`config.mk`:
```
export PLATFORM = sky130hd
export DESIGN_NAME = axi_mem_bridge
export DESIGN_NICKNAME = d
export VERILOG_FILES = /design/src/rtl/axi_mem_bridge_pkg.sv /design/src/rtl/axi_mem_bridge_rd_arbiter.sv /design/src/rtl/axi_mem_bridge.sv
export SDC_FILE = /design/constraint.sdc
export NUM_CORES = 1
export LEC_CHECK = 0
export CAP_MARGIN = 20
export CORE_AREA = 10 10 166 168
export CTS_BUF_LIST = sky130_fd_sc_hd__clkbuf_4 sky130_fd_sc_hd__clkbuf_8
export DETAILED_ROUTE_END_ITERATION = 10
export DIE_AREA = 0 0 176 178
export GPL_TIMING_DRIVEN = 1
export SYNTH_ARGS = -nofsm -noshare
export SYNTH_HDL_FRONTEND = slang
export SYNTH_SLANG_ARGS = --single-unit
```
`constraint.sdc`:
```
create_clock -name clk -period 5 [get_ports clk]
set_input_delay 1 -clock clk [delete_from_list [all_inputs] [get_ports clk]]
set_output_delay 1 -clock clk [all_outputs]
set_load 0.02 [all_outputs]
```
`src/rtl/axi_mem_bridge_pkg.sv`:
```
// Shared encodings for the cache-to-AXI bridge: widths, IDs, burst type, FSM states.
package axi_mem_bridge_pkg;

    localparam int unsigned ADDR_W   = 32;
    localparam int unsigned DATA_W   = 32;
    localparam int unsigned LEN_W    = 8;
    localparam int unsigned SIZE_W   = 3;
    localparam int unsigned ID_W     = 4;
    localparam int unsigned STRB_W   = DATA_W / 8;
    localparam int unsigned LINE_LSB = 6;

    localparam logic [ID_W-1:0] ICACHE_ID = 4'd0;
    localparam logic [ID_W-1:0] DCACHE_ID = 4'd1;

    localparam logic [1:0] BURST_INCR = 2'b01;

    localparam logic [1:0] RD_IDLE = 2'd0;
    localparam logic [1:0] RD_ADDR = 2'd1;
    localparam logic [1:0] RD_DATA = 2'd2;

    localparam logic [1:0] WR_IDLE = 2'd0;
    localparam logic [1:0] WR_ADDR = 2'd1;
    localparam logic [1:0] WR_DATA = 2'd2;
    localparam logic [1:0] WR_RESP = 2'd3;

    // Latched AR/AW address-phase payload
    typedef struct packed {
        logic [ID_W-1:0]   id;
        logic [ADDR_W-1:0] addr;
        logic [LEN_W-1:0]  len;
        logic [SIZE_W-1:0] size;
    } ax_req_t;

endpackage

```
`src/rtl/axi_mem_bridge_rd_arbiter.sv`:
```
// Read side: dcache-priority arbitration, RAW hold-off against the active write, AR/R sequencing.
module axi_rd_arbiter
    import axi_mem_bridge_pkg::*;
(
    input  logic                     clk,
    input  logic                     rst,
    input  logic                     i_r_req,
    input  logic [ADDR_W-1:0]        i_r_addr,
    input  logic [SIZE_W-1:0]        i_r_size,
    input  logic [LEN_W-1:0]         i_r_length,
    input  logic                     i_r_data_ready,
    output logic                     i_r_rdy,
    output logic                     i_ret_valid,
    output logic                     i_ret_last,
    output logic [DATA_W-1:0]        i_r_data,
    input  logic                     d_r_req,
    input  logic [ADDR_W-1:0]        d_r_addr,
    input  logic [SIZE_W-1:0]        d_r_size,
    input  logic [LEN_W-1:0]         d_r_length,
    input  logic                     d_r_data_ready,
    output logic                     d_r_rdy,
    output logic                     d_ret_valid,
    output logic                     d_ret_last,
    output logic [DATA_W-1:0]        d_r_data,
    input  logic                     wr_busy,
    input  logic [ADDR_W-1:LINE_LSB] wr_line,
    output logic [ID_W-1:0]          arid,
    output logic [ADDR_W-1:0]        araddr,
    output logic [LEN_W-1:0]         arlen,
    output logic [SIZE_W-1:0]        arsize,
    output logic                     arvalid,
    input  logic                     arready,
    input  logic [ID_W-1:0]          rid,
    input  logic [DATA_W-1:0]        rdata,
    input  logic                     rlast,
    input  logic                     rvalid,
    output logic                     rready
);

    logic [1:0] state;
    logic [1:0] state_nxt;
    ax_req_t    ar_q;
    logic       owner_d;
    logic       d_blocked;
    logic       d_grant;
    logic       i_grant;
    logic       id_match;
    logic       owner_ready;
    logic       in_data;

    // A dcache read may not overtake a pending write to the same line
    assign d_blocked   = wr_busy && (d_r_addr[ADDR_W-1:LINE_LSB] == wr_line);
    assign d_grant     = !rst && (state == RD_IDLE) && d_r_req && !d_blocked;
    assign i_grant     = !rst && (state == RD_IDLE) && i_r_req && !d_grant;
    assign in_data     = (state == RD_DATA);
    assign id_match    = (rid == ar_q.id);
    assign owner_ready = owner_d ? d_r_data_ready : i_r_data_ready;

    always_ff @(posedge clk or posedge rst) begin
        if (rst) state <= RD_IDLE;
        else     state <= state_nxt;
    end

    always_comb begin
        state_nxt = state;
        case (state)
            RD_IDLE: if (d_grant || i_grant)           state_nxt = RD_ADDR;
            RD_ADDR: if (arready)                      state_nxt = RD_DATA;
            RD_DATA: if (rvalid && rready && rlast)    state_nxt = RD_IDLE;
            default:                                   state_nxt = RD_IDLE;
        endcase
    end

    always_ff @(posedge clk or posedge rst) begin
        if (rst) begin
            ar_q    <= '0;
            owner_d <= 1'b0;
        end else if (d_grant) begin
            ar_q    <= '{id: DCACHE_ID, addr: d_r_addr, len: d_r_length, size: d_r_size};
            owner_d <= 1'b1;
        end else if (i_grant) begin
            ar_q    <= '{id: ICACHE_ID, addr: i_r_addr, len: i_r_length, size: i_r_size};
            owner_d <= 1'b0;
        end
    end

    assign d_r_rdy = d_grant;
    assign i_r_rdy = i_grant;

    assign arvalid = (state == RD_ADDR);
    assign arid    = ar_q.id;
    assign araddr  = ar_q.addr;
    assign arlen   = ar_q.len;
    assign arsize  = ar_q.size;

    // A beat tagged with a foreign rid is never accepted
    assign rready      = in_data && id_match && owner_ready;
    assign d_ret_valid = in_data && rvalid && id_match && owner_d;
    assign i_ret_valid = in_data && rvalid && id_match && !owner_d;
    assign d_ret_last  = d_ret_valid && rlast;
    assign i_ret_last  = i_ret_valid && rlast;
    assign d_r_data    = rdata;
    assign i_r_data    = rdata;

endmodule

```
`src/rtl/axi_mem_bridge.sv`:
```
// Merges icache reads and dcache reads/writes onto one AXI4 master; write path lives here.
module axi_mem_bridge
    import axi_mem_bridge_pkg::*;
(
    input  logic              clk,
    input  logic              rst,
    input  logic              i_r_req,
    input  logic [31:0]       i_r_addr,
    input  logic [2:0]        i_r_size,
    input  logic [7:0]        i_r_length,
    input  logic              i_r_data_ready,
    output logic              i_r_rdy,
    output logic              i_ret_valid,
    output logic              i_ret_last,
    output logic [31:0]       i_r_data,
    input  logic              d_r_req,
    input  logic [31:0]       d_r_addr,
    input  logic [2:0]        d_r_size,
    input  logic [7:0]        d_r_length,
    input  logic              d_r_data_ready,
    output logic              d_r_rdy,
    output logic              d_ret_valid,
    output logic              d_ret_last,
    output logic [31:0]       d_r_data,
    input  logic              d_w_req,
    input  logic [31:0]       d_w_addr,
    input  logic [2:0]        d_w_size,
    input  logic [7:0]        d_w_length,
    input  logic [3:0]        d_w_strb,
    input  logic              d_w_data_req,
    input  logic              d_w_last,
    input  logic [31:0]       d_w_data,
    input  logic              d_b_ready,
    output logic              d_w_rdy,
    output logic              d_w_data_ready,
    output logic              d_b_valid,
    output logic [3:0]        arid,
    output logic [31:0]       araddr,
    output logic [7:0]        arlen,
    output logic [2:0]        arsize,
    output logic [1:0]        arburst,
    output logic              arlock,
    output logic [3:0]        arcache,
    output logic [2:0]        arprot,
    output logic              arvalid,
    input  logic              arready,
    input  logic [3:0]        rid,
    input  logic [31:0]       rdata,
    input  logic              rlast,
    input  logic              rvalid,
    output logic              rready,
    output logic [3:0]        awid,
    output logic [31:0]       awaddr,
    output logic [7:0]        awlen,
    output logic [2:0]        awsize,
    output logic [1:0]        awburst,
    output logic              awlock,
    output logic [3:0]        awcache,
    output logic [2:0]        awprot,
    output logic              awvalid,
    input  logic              awready,
    output logic [31:0]       wdata,
    output logic [3:0]        wstrb,
    output logic              wlast,
    output logic              wvalid,
    input  logic              wready,
    input  logic [3:0]        bid,
    input  logic              bvalid,
    output logic              bready
);

    logic [1:0]       wr_state;
    logic [1:0]       wr_state_nxt;
    ax_req_t          aw_q;
    logic [LEN_W-1:0] beat_cnt;
    logic             w_accept;
    logic             w_fire;
    logic             b_match;
    logic             b_fire;

    axi_rd_arbiter u_rd (
        .clk            (clk),
        .rst            (rst),
        .i_r_req        (i_r_req),
        .i_r_addr       (i_r_addr),
        .i_r_size       (i_r_size),
        .i_r_length     (i_r_length),
        .i_r_data_ready (i_r_data_ready),
        .i_r_rdy        (i_r_rdy),
        .i_ret_valid    (i_ret_valid),
        .i_ret_last     (i_ret_last),
        .i_r_data       (i_r_data),
        .d_r_req        (d_r_req),
        .d_r_addr       (d_r_addr),
        .d_r_size       (d_r_size),
        .d_r_length     (d_r_length),
        .d_r_data_ready (d_r_data_ready),
        .d_r_rdy        (d_r_rdy),
        .d_ret_valid    (d_ret_valid),
        .d_ret_last     (d_ret_last),
        .d_r_data       (d_r_data),
        .wr_busy        (wr_state != WR_IDLE),
        .wr_line        (aw_q.addr[ADDR_W-1:LINE_LSB]),
        .arid           (arid),
        .araddr         (araddr),
        .arlen          (arlen),
        .arsize         (arsize),
        .arvalid        (arvalid),
        .arready        (arready),
        .rid            (rid),
        .rdata          (rdata),
        .rlast          (rlast),
        .rvalid         (rvalid),
        .rready         (rready)
    );

    assign arburst = BURST_INCR;
    assign arlock  = 1'b0;
    assign arcache = 4'b0000;
    assign arprot  = 3'b000;
    assign awburst = BURST_INCR;
    assign awlock  = 1'b0;
    assign awcache = 4'b0000;
    assign awprot  = 3'b000;

    assign w_accept = !rst && (wr_state == WR_IDLE) && d_w_req;
    assign w_fire   = wvalid && wready;
    // Responses carrying another master's ID are left on the bus
    assign b_match  = (bid == aw_q.id);
    assign b_fire   = bvalid && bready;

    always_ff @(posedge clk or posedge rst) begin
        if (rst) wr_state <= WR_IDLE;
        else     wr_state <= wr_state_nxt;
    end

    always_comb begin
        wr_state_nxt = wr_state;
        case (wr_state)
            WR_IDLE: if (w_accept)         wr_state_nxt = WR_ADDR;
            WR_ADDR: if (awready)          wr_state_nxt = WR_DATA;
            WR_DATA: if (w_fire && wlast)  wr_state_nxt = WR_RESP;
            WR_RESP: if (b_fire)           wr_state_nxt = WR_IDLE;
            default:                       wr_state_nxt = WR_IDLE;
        endcase
    end

    always_ff @(posedge clk or posedge rst) begin
        if (rst) begin
            aw_q     <= '0;
            beat_cnt <= '0;
        end else if (w_accept) begin
            aw_q     <= '{id: DCACHE_ID, addr: d_w_addr, len: d_w_length, size: d_w_size};
            beat_cnt <= '0;
        end else if (w_fire) begin
            beat_cnt <= beat_cnt + LEN_W'(1);
        end
    end

    assign d_w_rdy = w_accept;

    assign awvalid = (wr_state == WR_ADDR);
    assign awid    = aw_q.id;
    assign awaddr  = aw_q.addr;
    assign awlen   = aw_q.len;
    assign awsize  = aw_q.size;

    // Final beat is flagged by the cache or forced once awlen+1 beats have gone out
    assign wvalid         = (wr_state == WR_DATA) && d_w_data_req;
    assign wlast          = (wr_state == WR_DATA) && (d_w_last || (beat_cnt == aw_q.len));
    assign wdata          = d_w_data;
    assign wstrb          = d_w_strb;
    assign d_w_data_ready = (wr_state == WR_DATA) && wready;

    assign d_b_valid = (wr_state == WR_RESP) && b_match && bvalid;
    assign bready    = (wr_state == WR_RESP) && b_match && d_b_ready;

endmodule

```
Yosys cells after proc, flatten, opt, wreduce, memory -nomap -nowiden
Cells that the tools add are included.
W data, S select, Z words.
Operators by class
  add/sub/neg operators: 1
  equal/unequal tests: 16
  mux-type cells: 16
  reductions and logical operators: 40
Operator list (count)
  $mux W47: 2
  $logic_and A1 B1 Y1: 27
  $eq A26 B26 Y1: 1
  $mux W8: 2
  $mux W2: 7
  $ne A2 B2 Y1 const B: 5
  $add A8 B1 Y8 const B: 1
  $eq A8 B8 Y1: 1
  $pmux W2 S4: 1
  $eq A2 B2 Y1 const B: 3
  $pmux W2 S3: 1
  $reduce_bool A2 Y1: 3
  $eq A2 B1 Y1 const B: 2
  $eq A4 B1 Y1: 1
  $eq A4 B4 Y1: 1
  $logic_not A1 Y1: 4
  $logic_not A2 Y1: 2
  $ne A2 B1 Y1 const B: 2
  $reduce_and A4 Y1: 1
  $mux W1: 3
  $reduce_and A3 Y1: 1
  $logic_or A1 B1 Y1: 2
Storage, ports and cells
  flip-flop bits (word level): 104
  bits of input ports: 221
  output and inout port bits: 229
  logic and storage cells: 85

Longest topological paths before layout
Gate-level depths: netlist (run 1).
  depth in word-level cells: 9
  gate-level depth with buffers: 8
  gate-level depth less buffers: 7

Hierarchy
A second synthesis (run 1) with hierarchy kept.
Second synthesis, totals
  cell total of the unflattened synthesis: 683
  area total of the unflattened synthesis: 5950.7 um2
By module, submodules not included
  axi_rd_arbiter: times used 1, cells an instance 361, area each 3150.5 um2, sequential area each 1151.1 um2
  axi_mem_bridge: times used 1, cells an instance 322, area each 2800.2 um2, sequential area each 1351.3 um2

Worst setup path after synthesis (run 1)
OpenSTA, ideal clock, no wires.
  kind: input-to-output
  start point: input port rst
  end point: output port d_w_rdy
  arrival time: 4452 ps
  path slack: -452 ps
  stages: 4
  buffers on the path: 1
  cells stage by stage: inv_1 > nand3_1 > clkinv_1 > buf_1
Between the ends
  longest elaborated chain between the ends: 3
RTL lines
  start: declaration: line axi_mem_bridge.sv:6  | input logic rst,
  $logic_not A1 Y1: line axi_mem_bridge.sv:126  | assign w_accept = !rst && (wr_state == WR_IDLE) && d_w_req;
  $logic_and A1 B1 Y1 (2 in series): line axi_mem_bridge.sv:126
  end: declaration: line axi_mem_bridge.sv:34  | output logic d_w_rdy,
Every way passes these cells.

Worst setup path after layout (run 1)
  start point: input port d_r_addr[22]
  end point: output port i_r_rdy
Between the ends
  longest elaborated chain between the ends: 6
RTL lines
  start: declaration: line axi_mem_bridge.sv:17  | input logic [31:0] d_r_addr,
  $eq A26 B26 Y1: line axi_mem_bridge_rd_arbiter.sv:52  | assign d_blocked = wr_busy && (d_r_addr[ADDR_W-1:LINE_LSB] == wr_line);
  $logic_and A1 B1 Y1: line axi_mem_bridge_rd_arbiter.sv:52
  $logic_not A1 Y1: line axi_mem_bridge_rd_arbiter.sv:53  | assign d_grant = !rst && (state == RD_IDLE) && d_r_req && !d_blocked;
  $logic_and A1 B1 Y1: line axi_mem_bridge_rd_arbiter.sv:53
  $logic_not A1 Y1: line axi_mem_bridge_rd_arbiter.sv:54  | assign i_grant = !rst && (state == RD_IDLE) && i_r_req && !d_grant;
  $logic_and A1 B1 Y1: line axi_mem_bridge_rd_arbiter.sv:54
  end: declaration: line axi_mem_bridge.sv:12  | output logic i_r_rdy,
Every way passes these cells.

==> results of run 1 <==
cell type report:
| type | count | area, sq um |
|---|---|---|
| clock buffer | 10 | 138 |
| clock inverter | 6 | 57.6 |
| fill | 2484 | 15900 |
| inverter | 10 | 41.3 |
| multi-input combinational | 358 | 2480 |
| sequential | 100 | 2500 |
| tap | 324 | 405 |
| timing repair buffer | 263 | 2610 |
synthesized netlist by cell type, types with 2 or more instances:
cell	n	area (sq um)
sky130_fd_sc_hd__xnor2_1	13	114
sky130_fd_sc_hd__clkbuf_1	9	33.8
sky130_fd_sc_hd__nor2_1	20	75.1
sky130_fd_sc_hd__buf_6	2	22.5
sky130_fd_sc_hd__inv_1	9	33.8
sky130_fd_sc_hd__and2_1	4	25.0
sky130_fd_sc_hd__nand3_1	3	15.0
sky130_fd_sc_hd__mux2i_1	2	20.0
sky130_fd_sc_hd__nor3_1	2	10.0
sky130_fd_sc_hd__mux2_2	61	687
sky130_fd_sc_hd__nand2b_1	3	18.8
sky130_fd_sc_hd__nand4_1	8	50.1
sky130_fd_sc_hd__nor4_1	7	43.8
sky130_fd_sc_hd__conb_1	2	7.51
sky130_fd_sc_hd__ha_1	5	62.6
sky130_fd_sc_hd__mux2_4	20	300
sky130_fd_sc_hd__mux2_1	6	67.6
sky130_fd_sc_hd__buf_4	130	976
sky130_fd_sc_hd__xor2_1	30	263
sky130_fd_sc_hd__nand2_1	134	503
sky130_fd_sc_hd__buf_2	3	15.0
sky130_fd_sc_hd__buf_12	2	40.0
sky130_fd_sc_hd__dfrtp_1	100	2500
sky130_fd_sc_hd__and3_1	4	25.0
power by group through the flow:
stage,Clock [mW],Combinational (mW),Sequential (mW)
2_1_floorplan,0,1.08,1.86
3_3_place_gp,0,2.49,1.49
3_5_place_dp,0,2.50,1.50
4_1_cts,0.577,2.51,1.49
5_1_grt,0.602,2.63,1.53
6_report,0.535,2.46,1.48
through the flow:
stage | utilization | worst slack (ns)
floorplan | - | 0.347
global placement | 0.333 | 0.493
detailed placement | 0.333 | 0.496
CTS | 0.342 | 0.465
global route | 0.342 | 0.410
finish | 0.342 | 0.489
logic make-up (layout without fill, tap and decap cells):
| group | count (synthesis) | after routing | share of synthesized area |
|---|---|---|---|
| other cells | 2 | 26 | 0.00125 |
| fa+ha+maj | 5 | 5 | 0.0104 |
| xor+xnor | 43 | 43 | 0.0627 |
| buf+inv | 157 | 289 | 0.188 |
| mux | 89 | 89 | 0.179 |
| simple gates | 188 | 188 | 0.132 |
| compound gates | 7 | 7 | 0.00959 |
| flops | 100 | 100 | 0.417 |
worst max path at each step:
stage,end,from,depth (start not counted),slack [ns]
floorplan,d_w_rdy,rst,4,0.35
global placement,i_r_rdy,d_r_addr[28],7,0.49
detailed placement,i_r_rdy,d_r_addr[22],7,0.50
CTS,i_r_rdy,d_r_addr[22],7,0.46
global route,i_r_rdy,d_r_addr[28],7,0.41
finish,i_r_rdy,d_r_addr[22],7,0.49
critical path, cell delays in order:
cell and delay, ns:
sky130_fd_sc_hd__clkdlybuf4s50_1 0.45, sky130_fd_sc_hd__xor2_1 0.16, sky130_fd_sc_hd__nor4_1 0.46, sky130_fd_sc_hd__nand3_1 0.30, sky130_fd_sc_hd__o211ai_4 0.30, sky130_fd_sc_hd__and2_1 0.17, sky130_fd_sc_hd__clkdlybuf4s50_1 0.66
state kept, by name, summed over array words and instances, names as in the netlist:
register,flops
u_rd.arlen,8
awsize,3
u_rd.arid,1
wr_state,2
awlen,8
u_rd.state,2
u_rd.arsize,3
awaddr,32
beat_cnt,8
awid,1
u_rd.araddr,32
per-layer routing:
layer  vias to the layer above  global-route usage
li1                       2062                   -
met1                      2032               0.144
met2                       205               0.204
met3                        53              0.0478
met4                         0              0.0505
met5                         -                   0
==> reports/results.txt, run 1 <==
number of buffers inserted during clock tree synthesis - 9
Hold Fails Final Rpt - 0
placed insts - 1,055
number of buffers added to fix hold violations after cts - 0
Final Instance Count excl. Fillers - 1,071
main flop type after synthesis - sky130_fd_sc_hd__dfrtp_1
Clk network pwr share - 0.120
Hold Path End - awaddr[3]
required time at the worst-slack endpoint - 4.00 ns
CP startpoint kind - primary input
status - finished clean
final RePlAce weighted congestion - 0.810
Async SR Flop Fraction - 1.00
combined global-route utilization of all metal layers - 0.125
start point of the worst hold path - awaddr[3]
Crit Path Class - in2out
Core ar. - 0.0241 sq mm
power density cells - 543 mW/mm^2
number of unique standard cell types used by synthesis - 36
most frequent cells in the layout - sky130_fd_sc_hd__clkdlybuf4s50_1 (255), sky130_fd_sc_hd__nand2_1 (134), sky130_fd_sc_hd__dfrtp_1 (100), sky130_fd_sc_hd__mux2_2 (61), sky130_fd_sc_hd__xor2_1 (30)
die area - 0.0313 sq mm
pin count of the biggest net entering global routing - 62
clock transition time at the flip-flop clock pins of the worst setup and hold paths - 0.10 ns
Avg Synthesized Cell Area - 10.2 sq um
post-DR wirelength/cell - 19.2 um
total of cells resized after clock tree synthesis - 0
crit share post-route - 0.902
post-detailed-routing wire length - 20,600 um
number of cells on the worst hold path - 2
number of top-level pins - 450
Root Buffer Master - sky130_fd_sc_hd__clkbuf_8
Worst Hold Slack - 0.488 ns
count of pins over their slew limit - 0
critical-path maximum fanout - 4
routed wire length on met2 - 9770 um
wire length the detailed router placed on met1 - 8540 um
fraction of final layout cells with drive strength greater than 1 - 0.150
number of global-route vias before repair - 4,650
number of buffers on the longest clock path - 2
Setup Buffers After CTS - 0
number of flops mapped to enable cells by yosys - 0
actual slew at the worst max-slew pin - 0.822 ns
total chip power - 4.47 mW
register bit count reported by yosys - 100
Routed met3 length - 1660 um
net switching share of the total power - 0.402
top layer reached by signal wires - met4
internal cell power - 2.67 mW
maximum capacitance violations - 0
Net Sw Power - 1.80 mW
most frequent standard cell in the layout excluding fill and tap cells - sky130_fd_sc_hd__clkdlybuf4s50_1
Non-Filler Cell Area, Final - 0.00823 sq mm
# DRC - 0
fraction of power consumed by combinational cells - 0.550
placed wire-length estimate - 16,100 um
capture instance of the worst register-to-register path - u_rd.araddr[26]
count of buffers inserted at the top-level ports - 255
dpl cell area - 0.00804 sq mm
final layout net count - 968
height of the chip - 178 um
number of core rows - 57
relative contribution of sequential cells to total power - 0.331
total vias in the final route - 4,352
Tightest Hold Check Type - reg2reg
startpoint of the worst-slack reg-to-reg timing path - wr_state[0]
RSZ-0062 raised after global routing - no
part of the Yosys area used for sequential elements - 0.417
critical path endpoint category - output pin
CTS tree - done
Total Neg Setup Slack - 0 ns
DRC violation total after the first TritonRoute iteration - 261
internal reg-to-reg setup slack - 2.22 ns
Avg Vias per Cell - 4.06
ANT cells - 0
post-synthesis instance area - 0.00600 sq mm
max-slew headroom at the worst pin - 0.452
final number of setup-violating endpoints - 0
YS warnings - 0
Post-DRT Antenna Nets - 0
overall die width - 176 um
Syn Inst Count - 591
peak supply drop - 0.165 mV
CTS sink count - 100
r2r worst-path depth - 8
Achievable Freq - 0.222 GHz
layout overhead on the synthesized area - 37.2%
min cycle time layout - 4.51 ns
count of TritonRoute iterations in the first routing pass - 4
data arrival time of the critical path - 3.51 ns
initial core utilization - 0.249
H-tree depth - 3
later-pin clock latency in the skew report - 0.39 ns
total leakage power - 3.62 nW
GRT overflow - 0
global-route wire length before repair - 29,700 um
antenna violations before repair - 0
Setup Skew - 0.0227 ns
Note: power is estimated with default switching activity, not from simulation.
==> run 2: changes to the inputs <==
--- a/config.mk
+++ b/config.mk
@@ -6,11 +6,12 @@
 export NUM_CORES = 1
 export LEC_CHECK = 0
 export CAP_MARGIN = 20
-export CORE_AREA = 10 10 166 168
+export CORE_AREA = 10 10 168 170
 export CTS_BUF_LIST = sky130_fd_sc_hd__clkbuf_4 sky130_fd_sc_hd__clkbuf_8
 export DETAILED_ROUTE_END_ITERATION = 10
-export DIE_AREA = 0 0 176 178
+export DIE_AREA = 0 0 178 180
 export GPL_TIMING_DRIVEN = 1
+export RECOVER_POWER = 50
 export SYNTH_ARGS = -nofsm -noshare
 export SYNTH_HDL_FRONTEND = slang
 export SYNTH_SLANG_ARGS = --single-unit
==> constraint.sdc (replaced) <==
create_clock -name clk -period 4.85 [get_ports clk]
set_input_delay 0.97 -clock clk [delete_from_list [all_inputs] [get_ports clk]]
set_output_delay 0.97 -clock clk [all_outputs]
set_load 0.02 [all_outputs]
==> run 2 against run 1 <==
  * The run now ends with max-capacitance violations, max-slew violations left
  * Largest power group unchanged
  * Power grew 2.4%
  * Critical endpoint is now d_r_rdy
  * Flip-flop and latch count is the same
  * Critical path depth grew 1
  * Global-route usage shrank 0.33 points
  * Sequential power grew 3%
  * First-iteration DRC count shrank 28%
  * Non-clock buffer count shrank 2
==> reports/results.txt, run 2 (synthesis results as in run 1) <==
area of the multi-input gates - 0.00248 sq mm (unchanged)
data arrival time of the critical path - 3.50 ns (was 3.51 ns)
fraction of final layout cells with drive strength greater than 1 - 0.146 (was 0.150)
total leakage power - 3.61 nW (was 3.62 nW)
count of pins over their slew limit - 52 (was 0)
most frequent standard cell in the layout excluding fill and tap cells - sky130_fd_sc_hd__clkdlybuf4s50_1 (unchanged)
global-route wire length before repair - 29,600 um (was 29,700 um)
Post-DRT Antenna Nets - 0 (unchanged)
peak supply drop - 0.193 mV (was 0.165 mV)
Hold Fails Final Rpt - 0 (unchanged)
clock transition time at the flip-flop clock pins of the worst setup and hold paths - 0.10 ns (about the same)
start point of the worst hold path - awsize[0] (was awaddr[3])
Tightest Hold Check Type - reg2reg (unchanged)
Setup Buffers After CTS - 0 (unchanged)
count of TritonRoute iterations in the first routing pass - 5 (was 4)
layout overhead on the synthesized area - 37.1% (was 37.2%)
most frequent cells in the layout - sky130_fd_sc_hd__clkdlybuf4s50_1 (254), sky130_fd_sc_hd__nand2_1 (134), sky130_fd_sc_hd__dfrtp_1 (100), sky130_fd_sc_hd__mux2_2 (61), sky130_fd_sc_hd__xor2_1 (30) (was sky130_fd_sc_hd__clkdlybuf4s50_1 (255), sky130_fd_sc_hd__nand2_1 (134), sky130_fd_sc_hd__dfrtp_1 (100), sky130_fd_sc_hd__mux2_2 (61), sky130_fd_sc_hd__xor2_1 (30))
overall die width - 178 um (was 176 um)
Total Neg Setup Slack - 0 ns (unchanged)
combined flip-flop and latch cell area - 0.00250 sq mm (unchanged)
Setup Skew - 0.0251 ns (was 0.0227 ns)
final number of setup-violating endpoints - 0 (unchanged)
post-DR wirelength/cell - 18.8 um (was 19.2 um)
final layout net count - 966 (was 968)
status - finished, violations left (was finished clean)
violated checks - max-capacitance violations, max-slew violations
Core ar. - 0.0249 sq mm (was 0.0241 sq mm)
later-pin clock latency in the skew report - 0.38 ns (was 0.39 ns)
number of fillers in the final layout - 2,555 (was 2,484)
count of buffers inserted at the top-level ports - 255 (unchanged)
number of buffers added to fix hold violations after cts - 0 (unchanged)
antenna violations before repair - 0 (unchanged)
height of the chip - 180 um (was 178 um)
max-slew headroom at the worst pin - -0.766 (was 0.452)
number of global-route vias before repair - 4,669 (was 4,650)
startpoint of the worst-slack reg-to-reg timing path - wr_state[0] (unchanged)
CTS sink count - 100 (unchanged)
ANT cells - 0 (unchanged)
required time at the worst-slack endpoint - 3.88 ns (was 4.00 ns)
DRC violation total after the first TritonRoute iteration - 187 (was 261)
critical-path maximum fanout - 14 (was 4)
pin count of the biggest net entering global routing - 102 (was 62)
launching element of the worst setup path - d_r_addr[13] (was d_r_addr[22])
actual slew at the worst max-slew pin - 2.65 ns (was 0.822 ns)
power density cells - 557 mW/mm^2 (was 543 mW/mm^2)
GRT overflow - 0 (unchanged)
CP startpoint kind - primary input (unchanged)
total of cells resized after clock tree synthesis - 0 (unchanged)
final RePlAce weighted congestion - 0.773 (was 0.810)
critical path endpoint category - output pin (unchanged)
number of buffers on the longest clock path - 2 (unchanged)
CTS tree - done (unchanged)
# DRC - 0 (unchanged)
total vias in the final route - 4,319 (was 4,352)
number of buffers inserted during clock tree synthesis - 9 (unchanged)
Avg Vias per Cell - 4.02 (was 4.06)
H-tree depth - 3 (unchanged)
crit share post-route - 0.922
RSZ-0062 raised after global routing - no (unchanged)
placed insts - 1,059 (was 1,055)
maximum capacitance violations - 1 (was 0)
Final Instance Count excl. Fillers - 1,075 (was 1,071)
Root Buffer Master - sky130_fd_sc_hd__clkbuf_8 (unchanged)
die area - 0.0320 sq mm (was 0.0313 sq mm)
number of core rows - 58 (was 57)
initial core utilization - 0.241 (was 0.249)
post-detailed-routing wire length - 20,200 um (was 20,600 um)
Crit Path Class - in2out (unchanged)
min cycle time layout - 4.47 ns
placed wire-length estimate - 15,700 um (was 16,100 um)
number of top-level pins - 450 (unchanged)
Achievable Freq - 0.224 GHz
combined global-route utilization of all metal layers - 0.121 (was 0.125)
run 2: layout make-up:
cell class	count	area share
multi-input combinational	358	0.301
inverter	10	0.00471
tap	330	0.0502
clock buffer	9	0.0151
clock inverter	7	0.00806
timing repair buffer	261	0.317
sequential	100	0.304
run 2: final timing paths:
path,to,slack [ns],cells after the start
worst max register to register,awaddr[31],1.55,7
worst min-delay path,awsize[0],0.48,2
max in group asynchronous,beat_cnt[0],3.01,3
worst min register to register,awsize[0],0.48,2
worst max-delay path,d_r_rdy,0.38,8
min in group asynchronous,u_rd.state[0],1.37,3
run 2: power breakdown:
group          total, mW  internal [mW]  switching, mW
sequential          1.53           1.22          0.314
clock              0.543          0.199          0.344
combinational       2.51           1.33           1.18
total               4.58           2.74           1.84
run 2: worst max-delay path, stage by stage:
cell and delay, ns:
sky130_fd_sc_hd__clkdlybuf4s50_1 0.47, sky130_fd_sc_hd__xor2_1 0.17, sky130_fd_sc_hd__nor4_1 0.50, sky130_fd_sc_hd__nand4_1 0.24, sky130_fd_sc_hd__o211ai_4 0.26, sky130_fd_sc_hd__buf_4 0.28, sky130_fd_sc_hd__inv_1 0.06, sky130_fd_sc_hd__clkdlybuf4s50_1 0.54
run 2: metrics by stage:
stage	setup slack, ns	power, mW	area (sq um)	hold slack (ns)	util
finish	0.381	4.58	8230	0.484	0.331
global route	0.122	4.90	8230	0.505	0.331
global placement	0.220	4.08	8040	0.458	0.323
floorplan	0.257	3.03	6100	0.530	-
detailed placement	0.215	4.11	8040	0.462	0.323
CTS	0.192	4.68	8230	0.489	0.331
run 2: layer usage:
| metal | global-route usage | vias to the layer above | share of wire |
|---|---|---|---|
| li1 | - | 2056 | - |
| met1 | 0.137 | 2015 | 0.39 |
| met2 | 0.203 | 200 | 0.49 |
| met3 | 0.0438 | 48 | 0.095 |
| met4 | 0.0464 | 0 | 0.027 |
| met5 | 0 | - | 0 |
==> run 3: changes to the inputs <==
--- a/config.mk
+++ b/config.mk
@@ -7,7 +7,6 @@
 export LEC_CHECK = 0
 export CAP_MARGIN = 20
 export CORE_AREA = 10 10 168 170
-export CTS_BUF_LIST = sky130_fd_sc_hd__clkbuf_4 sky130_fd_sc_hd__clkbuf_8
 export DETAILED_ROUTE_END_ITERATION = 10
 export DIE_AREA = 0 0 178 180
 export GPL_TIMING_DRIVEN = 1
==> run 3 against run 2 <==
  * The flow now finishes without violations
  * Core utilization increased by 0.42 points
  * Final cell count unchanged
  * Sequential share of layout area decreased by 0.38 points
==> reports/results.txt, run 3 (synthesis results as in run 1) <==
status - finished clean (was finished, violations left)
antenna violations before repair - 0 (unchanged)
number of fillers in the final layout - 2,545 (was 2,555)
number of core rows - 58 (unchanged)
number of buffers added to fix hold violations after cts - 0 (unchanged)
min cycle time layout - 4.47 ns (about the same)
actual slew at the worst max-slew pin - 0.672 ns (was 2.65 ns)
power density cells - 571 mW/mm^2 (was 557 mW/mm^2)
library cell appearing most often on the critical path - sky130_fd_sc_hd__clkdlybuf4s50_1 (unchanged)
peak supply drop - 0.196 mV (was 0.193 mV)
area of the multi-input gates - 0.00248 sq mm (unchanged)
Core ar. - 0.0249 sq mm (unchanged)
critical path endpoint category - output pin (unchanged)
CTS sink count - 100 (unchanged)
count of pins over their slew limit - 0 (was 52)
Avg Vias per Cell - 4.03 (was 4.02)
number of global-route vias before repair - 4,653 (was 4,669)
ANT cells - 0 (unchanged)
total leakage power - 3.66 nW (was 3.61 nW)
total vias in the final route - 4,335 (was 4,319)
placed wire-length estimate - 15,700 um (unchanged)
combined flip-flop and latch cell area - 0.00250 sq mm (unchanged)
die area - 0.0320 sq mm (unchanged)
Crit Path Class - in2out (unchanged)
placed insts - 1,059 (unchanged)
most frequent standard cell in the layout excluding fill and tap cells - sky130_fd_sc_hd__clkdlybuf4s50_1 (unchanged)
Hold Fails Final Rpt - 0 (unchanged)
Achievable Freq - 0.224 GHz (about the same)
data arrival time of the critical path - 3.50 ns (about the same)
Final Instance Count excl. Fillers - 1,075 (unchanged)
height of the chip - 180 um (unchanged)
DRC violation total after the first TritonRoute iteration - 201 (was 187)
GRT overflow - 0 (unchanged)
final number of setup-violating endpoints - 0 (unchanged)
fraction of final layout cells with drive strength greater than 1 - 0.148 (was 0.146)
initial core utilization - 0.241 (unchanged)
clock transition time at the flip-flop clock pins of the worst setup and hold paths - 0.07 ns (was 0.10 ns)
combined global-route utilization of all metal layers - 0.122 (was 0.121)
CTS tree - done (unchanged)
Setup Buffers After CTS - 0 (unchanged)
global-route wire length before repair - 29,700 um (was 29,600 um)
worst stage delay on the critical path - 0.54 ns (about the same)
H-tree depth - 3 (unchanged)
library cell contributing the largest single delay on the critical path - sky130_fd_sc_hd__clkdlybuf4s50_1 (unchanged)
post-detailed-routing wire length - 20,200 um (about the same)
Tightest Hold Check Type - reg2reg (unchanged)
final worst-path setup slack - 0.380 ns (was 0.381 ns)
number of buffers on the longest clock path - 2 (unchanged)
overall die width - 178 um (unchanged)
Root Buffer Master - sky130_fd_sc_hd__clkbuf_16 (was sky130_fd_sc_hd__clkbuf_8)
later-pin clock latency in the skew report - 0.35 ns (was 0.38 ns)
critical-path cell list - clkdlybuf4s50_1 > xor2_1 > nor4_1 > nand4_1 > o211ai_4 > buf_4 > inv_1 > clkdlybuf4s50_1 (unchanged)
Total Neg Setup Slack - 0 ns (unchanged)
Post-Place Worst Slack - 0.215 ns (unchanged)
count of buffers inserted at the top-level ports - 255 (unchanged)
critical-path maximum fanout - 14 (unchanged)
final layout net count - 966 (unchanged)
number of top-level pins - 450 (unchanged)
CP startpoint kind - primary input (unchanged)
number of buffers inserted during clock tree synthesis - 9 (unchanged)
maximum capacitance violations - 0 (was 1)
crit share post-route - 0.922 (about the same)
pin count of the biggest net entering global routing - 102 (unchanged)
total of cells resized after clock tree synthesis - 0 (unchanged)
layout overhead on the synthesized area - 38.8% (was 37.1%)
most frequent cells in the layout - sky130_fd_sc_hd__clkdlybuf4s50_1 (253), sky130_fd_sc_hd__nand2_1 (134), sky130_fd_sc_hd__dfrtp_1 (100), sky130_fd_sc_hd__mux2_2 (61), sky130_fd_sc_hd__xor2_1 (30) (was sky130_fd_sc_hd__clkdlybuf4s50_1 (254), sky130_fd_sc_hd__nand2_1 (134), sky130_fd_sc_hd__dfrtp_1 (100), sky130_fd_sc_hd__mux2_2 (61), sky130_fd_sc_hd__xor2_1 (30))
count of TritonRoute iterations in the first routing pass - 5 (unchanged)
required time at the worst-slack endpoint - 3.88 ns (about the same)
final RePlAce weighted congestion - 0.773 (unchanged)
max-slew headroom at the worst pin - 0.552 (was -0.766)
RSZ-0062 raised after global routing - no (unchanged)
Post-DRT Antenna Nets - 0 (unchanged)
Setup Skew - 0.0140 ns (was 0.0251 ns)
post-DR wirelength/cell - 18.8 um (about the same)
total chip power - 4.76 mW (was 4.58 mW)
# DRC - 0 (unchanged)
==> run 3: power breakdown <==
part           leakage, nW  internal, mW  switching, mW  total, mW
Sequential            1.22          1.22          0.314       1.53
Combinational         2.30          1.32           1.18       2.50
Clock                0.141         0.361          0.361      0.722
==> run 3: layout make-up <==
cell class	count	area share
Timing Repair Buffer	261	0.313
Sequential cell	100	0.300
Multi-Input combinational cell	358	0.297
Tap cell	330	0.0495
Clock buffer	9	0.0270
Clock inverter	7	0.00796
Inverter	10	0.00465
==> run 3: worst paths after layout <==
| path | cells after the start | slack [ns] | startpoint | end |
|---|---|---|---|---|
| max in group asynchronous | 3 | 2.99 | rst | beat_cnt[0] |
| hold / removal | 2 | 0.48 | awsize[0] | awsize[0] |
| min in group asynchronous | 3 | 1.40 | rst | u_rd.state[0] |
| hold reg to reg | 2 | 0.48 | awsize[0] | awsize[0] |
| setup / recovery | 8 | 0.38 | d_r_addr[13] | d_r_rdy |
| setup reg to reg | 7 | 1.98 | wr_state[1] | u_rd.araddr[29] |
==> run 3: routing by layer <==
metal	GRT usage	share of wire	vias to the layer above
li1	-	-	2055
met1	0.138	0.39	2038
met2	0.202	0.49	198
met3	0.0457	0.094	44
met4	0.0454	0.026	0
met5	0	0	-
==> run 3: metrics by stage <==
step           area, sq um  utilization  hold slack, ns
6_report              8330        0.335           0.476
3_5_place_dp          8040        0.323           0.462
5_1_grt               8330        0.335           0.496
3_3_place_gp          8040        0.323           0.458
2_1_floorplan         6100            -           0.530
4_1_cts               8340        0.335           0.481
==> run 3: worst max-delay path: cells and delay by family <==
family | cells | cell delay [ns]
buf+inv | 4 | 1.35
compound gates | 1 | 0.27
xor+xnor | 1 | 0.17
simple gates | 2 | 0.74
